`src/rtl/div_by_divisor_seq.sv`:
```
// ---------------------------------------------------------------------------
// div_by_divisor_seq
//   Sequential restoring divider. It undoes multiply-by-constant scaling on
//   the RS datapath. The unsigned DIVIDEND_W-bit dividend is divided by the
//   unsigned DIVISOR_W-bit divisor. One quotient bit is retired per clock,
//   starting with the MSB.
//
// Ports
//   clk        single clock, rising edge
//   reset      synchronous, active-high
//   start      request, accepted only when ready=1
//   dividend   unsigned dividend, sampled on the accepting edge
//   divisor    unsigned divisor, sampled on the accepting edge
//   ready      1 in IDLE/DONE (can accept start)
//   busy       1 while iterating (RUN)
//   done       one-cycle pulse in DONE, results valid
//   quotient   result quotient, held until the next DONE
//   remainder  result remainder, held until the next DONE
//   div_zero   last accepted divisor was 0, held with the results
//
// Timing: start accepted at edge k. Iterations happen on edges k+1..k+DIVIDEND_W.
// Edge k+DIVIDEND_W+1 publishes the results and enters DONE.
// ---------------------------------------------------------------------------
module div_by_divisor_seq #(
  parameter int DIVIDEND_W = 16,
  parameter int DIVISOR_W  = 10
) (
  input  logic                  clk,
  input  logic                  reset,
  input  logic                  start,
  input  logic [DIVIDEND_W-1:0] dividend,
  input  logic [DIVISOR_W-1:0]  divisor,
  output logic                  ready,
  output logic                  busy,
  output logic                  done,
  output logic [DIVIDEND_W-1:0] quotient,
  output logic [DIVISOR_W-1:0]  remainder,
  output logic                  div_zero
);

  localparam int CNT_W = $clog2(DIVIDEND_W + 1);
  localparam logic [CNT_W-1:0] LAST_CNT = CNT_W'(DIVIDEND_W);

  typedef enum logic [1:0] {IDLE, RUN, DONE} state_t;

  state_t                  state_reg, state_next;
  logic [DIVIDEND_W-1:0]   sreg_reg;       // dividend shifting out, quotient shifting in
  logic [DIVISOR_W-1:0]    dvsr_reg;
  logic [DIVISOR_W-1:0]    prem_reg;       // always < divisor, so DIVISOR_W bits suffice
  logic [DIVISOR_W-1:0]    dlow_reg;       // dividend low bits, remainder for divide-by-zero
  logic [CNT_W-1:0]        cnt_reg;
  logic [DIVIDEND_W-1:0]   quotient_reg;
  logic [DIVISOR_W-1:0]    remainder_reg;
  logic                    div_zero_reg;

  logic                    accept;
  logic                    iterating;
  logic                    finishing;
  logic [DIVISOR_W:0]      p;              // one bit wider so the compare cannot overflow
  logic [DIVISOR_W:0]      dvsr_ext;
  logic                    qbit;

  assign accept    = start && (state_reg != RUN);
  assign iterating = (state_reg == RUN) && (cnt_reg != LAST_CNT);
  assign finishing = (state_reg == RUN) && (cnt_reg == LAST_CNT);

  assign p        = {prem_reg, sreg_reg[DIVIDEND_W-1]};
  assign dvsr_ext = {1'b0, dvsr_reg};
  assign qbit     = (p >= dvsr_ext);

  // State register
  always_ff @(posedge clk) begin
    if (reset) begin
      state_reg <= IDLE;
    end else begin
      state_reg <= state_next;
    end
  end

  // Next-state logic. A start in DONE goes straight back to RUN.
  always_comb begin
    state_next = state_reg;
    case (state_reg)
      IDLE:    if (start) state_next = RUN;
      RUN:     if (cnt_reg == LAST_CNT) state_next = DONE;
      DONE:    state_next = start ? RUN : IDLE;
      default: state_next = IDLE;
    endcase
  end

  // Output decodes, taken directly from the registered state
  always_comb begin
    ready = (state_reg != RUN);
    busy  = (state_reg == RUN);
    done  = (state_reg == DONE);
  end

  // Datapath
  always_ff @(posedge clk) begin
    if (reset) begin
      sreg_reg      <= '0;
      dvsr_reg      <= '0;
      prem_reg      <= '0;
      dlow_reg      <= '0;
      cnt_reg       <= '0;
      quotient_reg  <= '0;
      remainder_reg <= '0;
      div_zero_reg  <= 1'b0;
    end else begin
      if (accept) begin
        sreg_reg <= dividend;
        dvsr_reg <= divisor;
        prem_reg <= '0;
        dlow_reg <= dividend[DIVISOR_W-1:0];
        cnt_reg  <= '0;
      end else if (iterating) begin
        // After subtraction the remainder is below divisor, so truncating is lossless
        prem_reg <= qbit ? DIVISOR_W'(p - dvsr_ext) : p[DIVISOR_W-1:0];
        sreg_reg <= {sreg_reg[DIVIDEND_W-2:0], qbit};
        cnt_reg  <= cnt_reg + CNT_W'(1);
      end

      if (finishing) begin
        if (dvsr_reg == '0) begin
          quotient_reg  <= '1;
          remainder_reg <= dlow_reg;
          div_zero_reg  <= 1'b1;
        end else begin
          quotient_reg  <= sreg_reg;
          remainder_reg <= prem_reg;
          div_zero_reg  <= 1'b0;
        end
      end
    end
  end

  assign quotient  = quotient_reg;
  assign remainder = remainder_reg;
  assign div_zero  = div_zero_reg;

endmodule

```
`config.mk`:
```
export PLATFORM = sky130hd
export DESIGN_NAME = div_by_divisor_seq
export DESIGN_NICKNAME = d
export VERILOG_FILES = /design/src/rtl/div_by_divisor_seq.sv
export SDC_FILE = /design/constraint.sdc
export NUM_CORES = 1
export LEC_CHECK = 0
export ABC_AREA = 1
export CAP_MARGIN = 25
export CORE_MARGIN = 3
export CORE_UTILIZATION = 60
export DETAILED_ROUTE_END_ITERATION = 8
export DONT_BUFFER_PORTS = 1
export PLACE_DENSITY = 0.76
export SETUP_SLACK_MARGIN = 0.5
export SLEW_MARGIN = 25
export SYNTH_ARGS = -nofsm -noshare
export SYNTH_HDL_FRONTEND = slang
export SYNTH_SLANG_ARGS = --single-unit
```
`constraint.sdc`:
```
create_clock -name clk -period 2.6 [get_ports clk]
set_clock_uncertainty 0.2 [all_clocks]
set_input_delay 0.13 -clock clk [delete_from_list [all_inputs] [get_ports clk]]
set_output_delay 0.13 -clock clk [all_outputs]
set_load 0.01 [all_outputs]
```
==> summary.txt, run 1 <==
Pwr
  • Comb pwr share: 23.5%
  • Sw Share: 33.0%
  • Clk pwr share: 30.1%
  • Leakage power: 1.90 nW
  • P per Cell Area: 638 nW/um^2
  • Int Pwr: 1.92 mW
  • Sw power: 0.945 mW
  • Seq pwr share: 46.4%
  • Max rail drop VDD: 0.453 mV

STA
  • RSZ-0062 raised after global routing: true
  • Setup_tns: 0 ns
  • Highest Clock Rate: 0.506 GHz
  • Final setup margin: 0.622 ns
  • Worst rel slew slack: 52.6%
  • Fin crit period: 1.98 ns
  • # setup viols final: 0
  • Final Max Tran Viols: 0
  • Final hold violations: 0
  • Worst Max-Slew Pin Slew: 0.711 ns
  • Crit share post-route: 76.1%

Logic synthesis
  • Synth async-reset ratio: 0%
  • Main flop type after synthesis: dfxtp_1
  • Top cells by area, synth: dfxtp_1, nand2_1, inv_1
  • Post-synthesis cell count: 514
  • Syn. warnings: 0
  • EDFF count, synth: 0
  • Post-Syn Nets: 556
  • Synthesized area: 3850 sq um
  • Yosys cell types: 38
  • Biggest area consumer among synthesized cells: dfxtp_1
  • Most common cell in the netlist: nand2_1
  • Yosys reg bits: 80
  • Synth top area share: 41.5%
  • Seq/Total Area, Yosys: 41.5%
  • Post-synth top cells: nand2_1, dfxtp_1, inv_1, o21ai_0, a21oi_1
  • Mean post-synth cell area: 7.50 sq um

Route
  • Remaining DRCs: 0
  • Final WL: 9320 um
  • Antenna-violating nets left: 0
  • Via count: 3501
  • Router iterations before antenna repair: 5
  • DR iter-0 viols: 265
  • DR WL/cell: 15.0 um
  • Vias per Instance: 5.65

Run
  • Max-Cap Viols: 0

Setup path
  • CP Class: flip-flop to flip-flop
  • Critical-path top delay cell: fa_2
  • Max Fanout on Critical Path: 3
  • Delay-heaviest family, CP: adder cells
  • Cell depth of the worst flop-to-flop path: 12
  • Critical Path Start Type: flip-flop
  • Setup crit end kind: flip-flop
  • Data arrival, critical path: 2.06 ns
  • R2R setup slack: 0.62 ns
  • Worst EP required: 2.68 ns
  • CP Cell Sequence: ha_2, inv_2, fa_2, nand3_1, nand2_2, nand2_2, nand2_1, nand2_1, nand2_1, nand2_2, nand3_2, a21oi_2
  • Buffers & Inverters on Critical Path: 1
  • Crit-path max cell delay: 0.39 ns
  • Critical Path Stages: 12

Clock tree
  • Worst-skew pair later-pin latency: 0.35 ns
  • Clock Tree Root: clkbuf_8
  • CTS H-tree depth: 3
  • CTS tree: yes
  • Clock tree buffer depth: 2
  • CTS clk-pin slew, worst paths: 0.09 ns
  • Inserted Clock Buffers: 9
  • Sink Count: 80

Final layout
  • Final nets: 582
  • Ant diodes: 0
  • Share of cells above drive strength 1: 13.4%
  • Area grow syn2layout: 16.5%

Die
  • Core Region: 6060 sq um
  • Site Rows: 28
  • Chip width: 86.2 um
  • Die ar.: 7420 sq um
  • I/O pins: 59
  • Die H: 86.2 um
  • Starting Density: 63.6%

Global routing
  • Vias in the first global route: 3286
  • Pin count of the biggest net entering global routing: 40
  • Global-route wire length before repair: 15300 um
  • GRT Total Usage: 25.9%
  • GR Overflow Total: 0
  • Initial antenna violation count: 0

Hold path
  • Tightest Hold Check Type: input port to flip-flop
  • Hold Path Stages: 2

Place
  • Port bufs: 0
  • DP Worst Slack: 0.588 ns
  • Dpl hpwl: 6330 um
  • Gpl congestion: 1.03

Status
  • Status: completed
-- power by group through the flow --
stage | registers (mW) | logic [mW] | clock network (mW)
after CTS | 1.32 | 0.624 | 0.873
after global routing | 1.34 | 0.749 | 0.924
after global placement | 1.35 | 0.562 | 0
after detailed placement | 1.35 | 0.574 | 0
after floorplan | 1.34 | 0.508 | 0
final | 1.33 | 0.674 | 0.861
-- path summary, 6_finish.rpt --
kind | startpoint | to
worst max register to register | dvsr_reg[0]$_SDFFE_PP0P_ | prem_reg[6]$_SDFFE_PP0P_
worst min register to register | dlow_reg[8]$_SDFFE_PP0P_ | dlow_reg[8]$_SDFFE_PP0P_
worst max-delay path | dvsr_reg[0]$_SDFFE_PP0P_ | prem_reg[6]$_SDFFE_PP0P_
worst min-delay path | reset | sreg_reg[13]$_SDFFE_PP0P_
-- area by class of cell --
cell class | count | area (sq um)
Fill cell | 488 | 1570
Multi-Input combinational cell | 339 | 1950
Inverter | 71 | 272
Timing Repair Buffer | 39 | 387
Clock inverter | 6 | 50.0
Tap cell | 75 | 93.8
Clock buffer | 10 | 138
Sequential cell | 80 | 1600
-- through the flow --
step / power [mW] / cell area, sq um / utilization (%) / hold WS [ns] / cells
CTS: 2.82 / 4370 / 72.0 / 0.135 / 619
detailed placement: 1.93 / 3860 / 63.6 / 0.00370 / 571
floorplan: 1.85 / 3850 / - / 0.0772 / 514
global route: 3.01 / 4490 / 74.1 / 0.0658 / 620
global placement: 1.91 / 3860 / 63.6 / 0.00356 / 571
finish: 2.86 / 4490 / 74.1 / 0.0511 / 620
-- worst reg2reg max path, delay by kind of cell (launching register included) --
kind | cells | cell delay, ns
compound gates | 1 | 0.13
fa+ha+maj | 2 | 0.58
buf+inv | 1 | 0.06
flops | 1 | 0.38
simple gates | 8 | 0.57
-- repair_timing --
item                       4_1_cts  5_1_grt
hold endpoints to repair        51        0
gates resized for setup          0       25
buffers inserted                 0        1
hold buffers                    32        0
setup endpoints to repair        0       28
-- layer usage --
metal / up-vias / wire (um) / part of all wire, % / global-route usage [%]
met5: - / 0 / 0 / 0
met4: 0 / 224 / 2.4 / 12.5
met3: 24 / 569 / 6.1 / 5.38
met2: 121 / 4400 / 47 / 40.6
met1: 1637 / 4120 / 44 / 34.1
li1: 1719 / - / - / -
-- layout by cell type, fill, tap and decap left out, types with 4 or more instances in the layout --
| cell type | n |
|---|---|
| a21oi_1 | 36 |
| a21oi_2 | 4 |
| a31oi_1 | 22 |
| clkbuf_8 | 10 |
| dfxtp_1 | 79 |
| dlygate4sd3_1 | 31 |
| ha_1 | 4 |
| ha_4 | 6 |
| inv_1 | 61 |
| inv_2 | 7 |
| nand2_1 | 128 |
| nand2_2 | 8 |
| nand3_1 | 11 |
| nor2_1 | 18 |
| nor2_4 | 4 |
| o21ai_0 | 43 |
| o21bai_1 | 16 |
| xor2_1 | 4 |
-- cells by family after synthesis --
family,share of synthesized area [%]
and+or+nand+nor,23.0
AOI/OAI and AO/OA,19.7
buffers and inverters,10.5
adders and majority gates,4.41
DFF,41.5
xor gates and xnor gates,0.909
(Power assumes the default switching activity.)
==> run 2, diff against run 1 <==
--- a/config.mk
+++ b/config.mk
@@ -5,7 +5,7 @@
 export SDC_FILE = /design/constraint.sdc
 export NUM_CORES = 1
 export LEC_CHECK = 0
-export ABC_AREA = 1
+export ABC_AREA = 0
 export CAP_MARGIN = 25
 export CORE_MARGIN = 3
 export CORE_UTILIZATION = 60
==> constraint.sdc (replaced) <==
create_clock -name clk -period 2 [get_ports clk]
set_clock_uncertainty 0.2 [all_clocks]
set_input_delay 0.1 -clock clk [delete_from_list [all_inputs] [get_ports clk]]
set_output_delay 0.1 -clock clk [all_outputs]
set_load 0.01 [all_outputs]
==> run 2 against run 1 <==
The run now fails in global routing. Synthesized cell count fell by 14%. Synthesized area fell by 5.6%.
==> summary.txt, run 2 <==
Status
  • Stop Error: [ERROR DPL-0038] Utilization greater than 100%, impossible to legalize
  • Halt Stage: global routing
  • Status: did not finish

Logic synthesis
  • EDFF count, synth: 0
  • Post-synthesis cell count: 443
  • Post-Syn Nets: 485
  • Synthesized area: 3640 sq um
  • Syn. warnings: 0
  • Yosys reg bits: 80
  • Biggest area consumer among synthesized cells: dfxtp_1
  • Yosys cell types: 44
  • Mean post-synth cell area: 8.22 sq um
  • Most common cell in the netlist: dfxtp_1
  • Synth top area share: 44.0%
  • Seq/Total Area, Yosys: 44.0%
  • Synth async-reset ratio: 0%
  • Post-synth top cells: dfxtp_1, nand2_1, nor2_1, a21oi_1, o21ai_0
  • Main flop type after synthesis: dfxtp_1
  • Top cells by area, synth: dfxtp_1, nand2_1, a21oi_1

STA
  • GRT worst endpoint: remainder[5]$_SDFFE_PP0P_/D
  • Worst EP kind: register input

Clock tree
  • Clock tree buffer depth: 2
  • Clock Tree Root: clkbuf_8
  • CTS H-tree depth: 3
  • Inserted Clock Buffers: 9
  • Sink Count: 80

Die
  • Starting Density: 64.1%
  • Site Rows: 27
  • Chip width: 83.9 um
  • I/O pins: 59
  • Die H: 83.9 um

Place
  • Dpl hpwl: 6500 um
  • Port bufs: 0
  • Gpl congestion: 0.851

Global routing
  • Pin count of the biggest net entering global routing: 49
run 2: changes by cell type after synthesis, sizes merged, moves of 8 or more:
cell    change
a211oi     +12
nor2       +23
a31oi      -13
nor3       +15
inv        -53
o21bai     -13
o21ai      -20
mux2i      +18
nand2      -63
nand2b      +8
clkbuf     +10
run 2: logic make-up after synthesis:
| logic type | share of synthesized area [%] |
|---|---|
| and+or+nand+nor | 20.0 |
| muxes | 4.95 |
| adders and majority gates | 4.68 |
| DFF | 44.0 |
| xor gates and xnor gates | 2.41 |
| buffers and inverters | 5.43 |
| AOI/OAI and AO/OA | 18.5 |
run 2: stage by stage:
| stage | hold WS, ns | cell area [sq um] | setup WS [ns] | cells | utilization (%) |
|---|---|---|---|---|---|
| after floorplan | 0.0284 | 4010 | 0.0183 | 443 | - |
| after global placement | -0.0325 | 4210 | -0.0334 | 528 | 74.1 |
| after detailed placement | -0.0294 | 4210 | -0.0834 | 528 | 74.1 |
| after CTS | -0.148 | 5160 | -0.130 | 590 | 90.9 |
run 2: timing repair:
item / in CTS
setup endpoints to repair: 79
endpoints found under the hold margin: 80
buffers inserted: 15
resized for setup: 57
pin swaps: 30
gates cloned: 4
hold buffers: 28
==> run 3, diff against run 2 <==
--- a/config.mk
+++ b/config.mk
@@ -8,11 +8,10 @@
 export ABC_AREA = 0
 export CAP_MARGIN = 25
 export CORE_MARGIN = 3
-export CORE_UTILIZATION = 60
+export CORE_UTILIZATION = 40
 export DETAILED_ROUTE_END_ITERATION = 8
 export DONT_BUFFER_PORTS = 1
-export PLACE_DENSITY = 0.76
-export SETUP_SLACK_MARGIN = 0.5
+export PLACE_DENSITY_LB_ADDON = 0.15
 export SLEW_MARGIN = 25
 export SYNTH_ARGS = -nofsm -noshare
 export SYNTH_HDL_FRONTEND = slang
==> run 3 against run 2 <==
Synthesized area unchanged. The flow now finishes, with violations (setup timing). Synthesized cell count is the same.
==> summary.txt, run 3 <==
STA
  • Hold Worst Slack: 0.228 ns
  • Worst Max-Slew Pin Slew: 0.573 ns
  • Final setup margin: -0.0916 ns
  • Worst rel slew slack: 61.7%
  • # setup viols final: 9
  • Final Max Tran Viols: 0
  • Highest Clock Rate: 0.478 GHz
  • Final hold violations: 0
  • Crit share post-route: 105%
  • RSZ-0062 raised after global routing: true
  • Fin crit period: 2.09 ns

Die
  • Starting Density: 41.5%
  • I/O pins: 59
  • Chip width: 101 um
  • Die H: 101 um
  • Core Region: 8760 sq um
  • Die ar.: 10300 sq um
  • Site Rows: 34

Clock tree
  • CTS H-tree depth: 3
  • CTS tree: yes
  • Worst-skew pair later-pin latency: 0.35 ns
  • Clock Tree Root: clkbuf_8
  • CTS clk-pin slew, worst paths: 0.10 ns
  • Clock tree buffer depth: 2
  • Inserted Clock Buffers: 9
  • Sink Count: 80

Global routing
  • GRT Total Usage: 19.8%
  • GR Overflow Total: 0
  • Vias in the first global route: 3295
  • Initial antenna violation count: 0
  • Pin count of the biggest net entering global routing: 49
  • Global-route wire length before repair: 16100 um

Route
  • DR WL/cell: 15.4 um
  • DR iter-0 viols: 117
  • Antenna-violating nets left: 0
  • Remaining DRCs: 0
  • Router iterations before antenna repair: 4
  • Via count: 3341
  • Vias per Instance: 5.30
  • Final WL: 9710 um

Logic synthesis
  • Top cells by area, synth: dfxtp_1, nand2_1, a21oi_1
  • Mean post-synth cell area: 8.22 sq um
  • Yosys cell types: 44
  • Biggest area consumer among synthesized cells: dfxtp_1
  • Yosys reg bits: 80
  • Post-Syn Nets: 485
  • Synth async-reset ratio: 0%
  • Synthesized area: 3640 sq um
  • Most common cell in the netlist: dfxtp_1
  • Syn. warnings: 0
  • EDFF count, synth: 0
  • Post-synthesis cell count: 443
  • Synth top area share: 44.0%
  • Post-synth top cells: dfxtp_1, nand2_1, nor2_1, a21oi_1, o21ai_0
  • Main flop type after synthesis: dfxtp_1
  • Seq/Total Area, Yosys: 44.0%

Final layout
  • Final core utilization: 56.9%
  • Final nets: 559
  • Final instance area: 4990 sq um
  • Commonest non-fill, non-tap cells in the layout: nand2_1, dfxtp_1, buf_4, nor2_1, a21oi_1
  • Area grow syn2layout: 37.1%
  • Ant diodes: 0
  • Layout filler cell count: 804
  • Share of cells above drive strength 1: 25.9%
  • Commonest non-fill, non-tap cell in the layout: nand2_1

Pwr
  • Leakage power: 1.94 nW
  • Max rail drop VDD: 0.476 mV
  • Overall Power: 4.36 mW
  • P per Cell Area: 874 nW/um^2

Setup path
  • CP Class: flip-flop to flip-flop
  • Critical path endpoint: prem_reg[1]$_SDFFE_PP0P_
  • Setup crit end kind: flip-flop
  • Critical-path top delay cell: dfxtp_2
  • Reg2reg start: sreg_reg[15]$_SDFFE_PP0P_
  • R2R setup slack: -0.09 ns
  • Worst EP required: 2.03 ns
  • Critical Path Start Type: flip-flop
  • Crit-path max cell delay: 0.35 ns
  • Max Fanout on Critical Path: 11
  • Crit. Startpoint: sreg_reg[15]$_SDFFE_PP0P_
  • Data arrival, critical path: 2.12 ns
  • CP Cell Sequence: inv_2, ha_4, buf_6, nand2b_4, a211oi_4, o21ai_2, a22oi_2, buf_12, mux2i_2, a21oi_1
  • RR Endpoint: prem_reg[1]$_SDFFE_PP0P_
  • Cell depth of the worst flop-to-flop path: 10

Run
  • Max-Cap Viols: 0

Status
  • Failing checks: setup timing
  • Status: finished, violations left

Hold path
  • Tightest Hold Check Type: input port to flip-flop

Place
  • Gpl congestion: 0.874
  • Post-Place Cell Area: 4220 sq um
  • Port bufs: 0
  • DP Worst Slack: -0.149 ns
  • Dpl hpwl: 6970 um
-- run 3: cell counts after synthesis --
Identical to the previous run, type by type.
-- run 3: layer usage --
layer	vias to the layer above	GRT usage (%)	part of all wire, %
met2	65	31.8	48
met1	1577	26.4	46
met5	-	0	0
met4	0	7.77	2.3
li1	1682	-	-
met3	17	3.44	4.0
-- run 3: final cells by class --
| class | instances | area (sq um) | share of cell area (%) |
|---|---|---|---|
| Clock inverter | 7 | 133 | 2.66 |
| Clock buffer | 9 | 124 | 2.48 |
| Tap cell | 108 | 135 | 2.71 |
| Inverter | 17 | 63.8 | 1.28 |
| Multi-Input combinational cell | 318 | 2100 | 42.1 |
| Sequential cell | 80 | 1620 | 32.5 |
| Timing Repair Buffer | 91 | 813 | 16.3 |
-- run 3: critical path: cells and delay by family, from the launching register on --
kind | cells | cell delay [ns]
adders and majority gates | 1 | 0.16
DFF | 1 | 0.35
AOI/OAI and AO/OA | 4 | 0.60
muxes | 1 | 0.20
buffers and inverters | 3 | 0.33
and+or+nand+nor | 1 | 0.14
-- run 3: logic make-up (layout without fill, tap and decap cells) --
logic type / count (synthesis) / after routing / share of synthesized area (%)
XOR/XNOR: 10 / 10 / 2.41
buffers and inverters: 45 / 124 / 5.43
multiplexers: 18 / 18 / 4.95
AND/OR/NAND/NOR: 169 / 169 / 20.0
flip-flops: 80 / 80 / 44.0
AO/OA/AOI/OAI: 108 / 108 / 18.5
adder cells (fa/ha/maj): 13 / 13 / 4.68
-- run 3: worst min-delay path by stage --
stage | start | to | cells after the start
after detailed placement | reset | remainder[8]$_SDFFE_PP0P_ | 1
after global routing | divisor[4] | dvsr_reg[4]$_SDFFE_PP0P_ | 3
after floorplan | divisor[2] | dvsr_reg[2]$_SDFFE_PP0P_ | 2
after CTS | divisor[5] | dvsr_reg[5]$_SDFFE_PP0P_ | 3
final | divisor[9] | dvsr_reg[9]$_SDFFE_PP0P_ | 3
after global placement | reset | sreg_reg[15]$_SDFFE_PP0P_ | 1
-- run 3: through the flow --
stage	cells	TNS, ns
after CTS	629	-1.21
after global routing	630	-1.98
final	630	-0.601
after detailed placement	582	-1.83
after global placement	582	-1.33
after floorplan	443	0
-- run 3: what timing repair did --
| item | in CTS | in global routing |
|---|---|---|
| buffers inserted | 2 | 1 |
| hold buffers | 29 | 0 |
| endpoints found under the setup margin | 45 | 35 |
| cloned | 0 | 0 |
| endpoints found under the hold margin | 74 | 0 |
| gates resized for setup | 18 | 25 |
| pin swaps | 8 | 13 |
-- run 3: power breakdown --
group | switching (mW) | leakage, nW | internal, mW | total, mW
Clock | 0.664 | 0.130 | 0.860 | 1.52
Combinational | 0.546 | 1.16 | 0.567 | 1.11
Sequential | 0.0607 | 0.656 | 1.66 | 1.72
==> run 4, diff against run 3 <==
--- a/config.mk
+++ b/config.mk
@@ -12,6 +12,7 @@
 export DETAILED_ROUTE_END_ITERATION = 8
 export DONT_BUFFER_PORTS = 1
 export PLACE_DENSITY_LB_ADDON = 0.15
+export SKIP_LAST_GASP = 1
 export SLEW_MARGIN = 25
 export SYNTH_ARGS = -nofsm -noshare
 export SYNTH_HDL_FRONTEND = slang
==> run 4 against run 3 <==
Worst hold slack improved by 0.0030 ns. Critical path type unchanged. Clock power about the same. Sequential share of layout area rose by 0.14 points. Non-clock buffer count did not move. The run still ends with setup timing left. Register-to-register slack got worse by 0.02 ns. First-iteration DRC count up 41%. Utilization shrank 0.29 points. Sequential power about the same. Routed wire length down 0.32%. Cell area is 0.50% lower.
==> summary.txt, run 4 (synthesis results as in run 3) <==
STA
  • Final Max Tran Viols: 0
  • Highest Clock Rate: 0.474 GHz
  • Final hold violations: 0
  • # setup viols final: 9
  • Worst rel slew slack: 61.9%
  • Setup_tns: -0.710 ns
  • Fin crit period: 2.11 ns
  • Worst Max-Slew Pin Slew: 0.570 ns
  • Crit share post-route: 106%
  • RSZ-0062 raised after global routing: true
  • Final setup margin: -0.110 ns

Run
  • Max-Cap Viols: 0

Pwr
  • Int Pwr: 3.08 mW
  • Seq pwr share: 39.6%
  • Overall Power: 4.35 mW
  • Clk pwr share: 35.0%
  • Comb pwr share: 25.4%
  • Max rail drop VDD: 0.475 mV
  • Sw Share: 29.2%
  • Leakage power: 1.94 nW
  • Sw power: 1.27 mW
  • P per Cell Area: 877 nW/um^2

Die
  • Starting Density: 41.5%
  • Site Rows: 34
  • Die ar.: 10300 sq um
  • Chip width: 101 um
  • Die H: 101 um
  • I/O pins: 59
  • Core Region: 8760 sq um

Clock tree
  • CTS H-tree depth: 3
  • Sink Count: 80
  • Clock tree buffer depth: 2
  • Clock Tree Root: clkbuf_8
  • Inserted Clock Buffers: 9
  • CTS clk-pin slew, worst paths: 0.10 ns
  • Worst-skew pair later-pin latency: 0.35 ns
  • CTS tree: yes

Route
  • DR iter-0 viols: 165
  • Via count: 3342
  • Antenna-violating nets left: 0
  • Vias per Instance: 5.30
  • Remaining DRCs: 0
  • DR WL/cell: 15.4 um
  • Router iterations before antenna repair: 4
  • Final WL: 9680 um

Setup path
  • Worst EP required: 2.03 ns
  • CP Class: flip-flop to flip-flop
  • Max Fanout on Critical Path: 11
  • Delay-heaviest family, CP: compound AO/OA/AOI/OAI gates
  • Critical Path Start Type: flip-flop
  • Critical-path top delay cell: dfxtp_2
  • Data arrival, critical path: 2.14 ns
  • Buffers & Inverters on Critical Path: 3
  • Setup crit end kind: flip-flop
  • Crit-path max cell delay: 0.35 ns
  • CP Cell Sequence: inv_2, ha_4, buf_4, nand2b_4, a211oi_4, o21ai_2, a22oi_2, buf_12, mux2i_2, a21oi_1

Final layout
  • Commonest non-fill, non-tap cells in the layout: nand2_1, dfxtp_1, buf_4, nor2_1, a21oi_1
  • Final nets: 559
  • Share of cells above drive strength 1: 25.3%
  • Ant diodes: 0
  • Commonest non-fill, non-tap cell in the layout: nand2_1
  • Layout filler cell count: 809
  • Area grow syn2layout: 36.4%

Place
  • Gpl congestion: 0.874
  • Port bufs: 0
  • Dpl hpwl: 6970 um

Status
  • Status: finished, violations left
  • Failing checks: setup timing

Global routing
  • Global-route wire length before repair: 16100 um
  • Met3 Resource Use GR: 3.44%
  • GR Util met1: 26.4%
  • Initial antenna violation count: 0
  • Gr busiest metal: met2
  • Pin count of the biggest net entering global routing: 49
  • GRT Total Usage: 19.8%
  • GR Overflow Total: 0
  • Vias in the first global route: 3295
  • M2 GR Usage: 31.8%

Hold path
  • Tightest Hold Check Type: input port to flip-flop
run 4: cell counts in the layout (fill, tap and decap cells not counted):
No cell type changed its count.
run 4: worst paths after layout:
path                        startpoint                       end  slack [ns]  depth (start not counted)
max          sreg_reg[15]$_SDFFE_PP0P_  prem_reg[1]$_SDFFE_PP0P_       -0.11                         10
min reg2reg   dlow_reg[4]$_SDFFE_PP0P_  dlow_reg[4]$_SDFFE_PP0P_        0.26                          2
min                         divisor[9]  dvsr_reg[9]$_SDFFE_PP0P_        0.23                          3
max reg2reg  sreg_reg[15]$_SDFFE_PP0P_  prem_reg[1]$_SDFFE_PP0P_       -0.11                         10
run 4: what timing repair did:
action	4_1_cts	5_1_grt
resized for setup	18	21
gates cloned	0	0
hold buffers	29	0
setup buffers	2	1
pin swaps	8	9
setup endpoints to repair	45	35
endpoints found under the hold margin	74	0
run 4: worst register-to-register path: cells and delay by family (launching register included):
kind / cells / cell delay (ns)
compound gates: 4 / 0.60
simple gates: 1 / 0.14
buf+inv: 3 / 0.34
flops: 1 / 0.35
fa+ha+maj: 1 / 0.16
mux: 1 / 0.21
run 4: final cells by class:
class	instances	area [sq um]	share of cell area (%)
Multi-Input combinational cell	318	2080	41.9
Timing Repair Buffer	91	810	16.3
Clock buffer	9	124	2.50
Clock inverter	7	133	2.67
Inverter	17	63.8	1.29
Tap cell	108	135	2.72
Sequential cell	80	1620	32.6
run 4: per-stage QoR:
step | setup slack [ns] | instance area, sq um | util (%) | instances | hold slack [ns]
global route | -0.219 | 4960 | 56.6 | 630 | 0.232
finish | -0.110 | 4960 | 56.6 | 630 | 0.231
floorplan | 0.00192 | 3740 | - | 443 | 0.0284
global placement | -0.155 | 4220 | 48.2 | 582 | -0.0260
detailed placement | -0.149 | 4220 | 48.2 | 582 | -0.0239
CTS | -0.135 | 4860 | 55.5 | 629 | 0.220
run 4: layer usage:
metal / share of wire (%) / routed length [um]
met1: 46 / 4480
met4: 2.2 / 216
met5: 0 / 0
met2: 48 / 4650
met3: 3.5 / 336
run 4: power groups by stage:
stage / clock, mW / sequential (mW) / combinational [mW]
floorplan: 0 / 1.74 / 0.611
global placement: 0 / 1.75 / 0.895
detailed placement: 0 / 1.75 / 0.903
CTS: 1.56 / 1.72 / 1.03
global route: 1.62 / 1.73 / 1.20
finish: 1.52 / 1.72 / 1.10
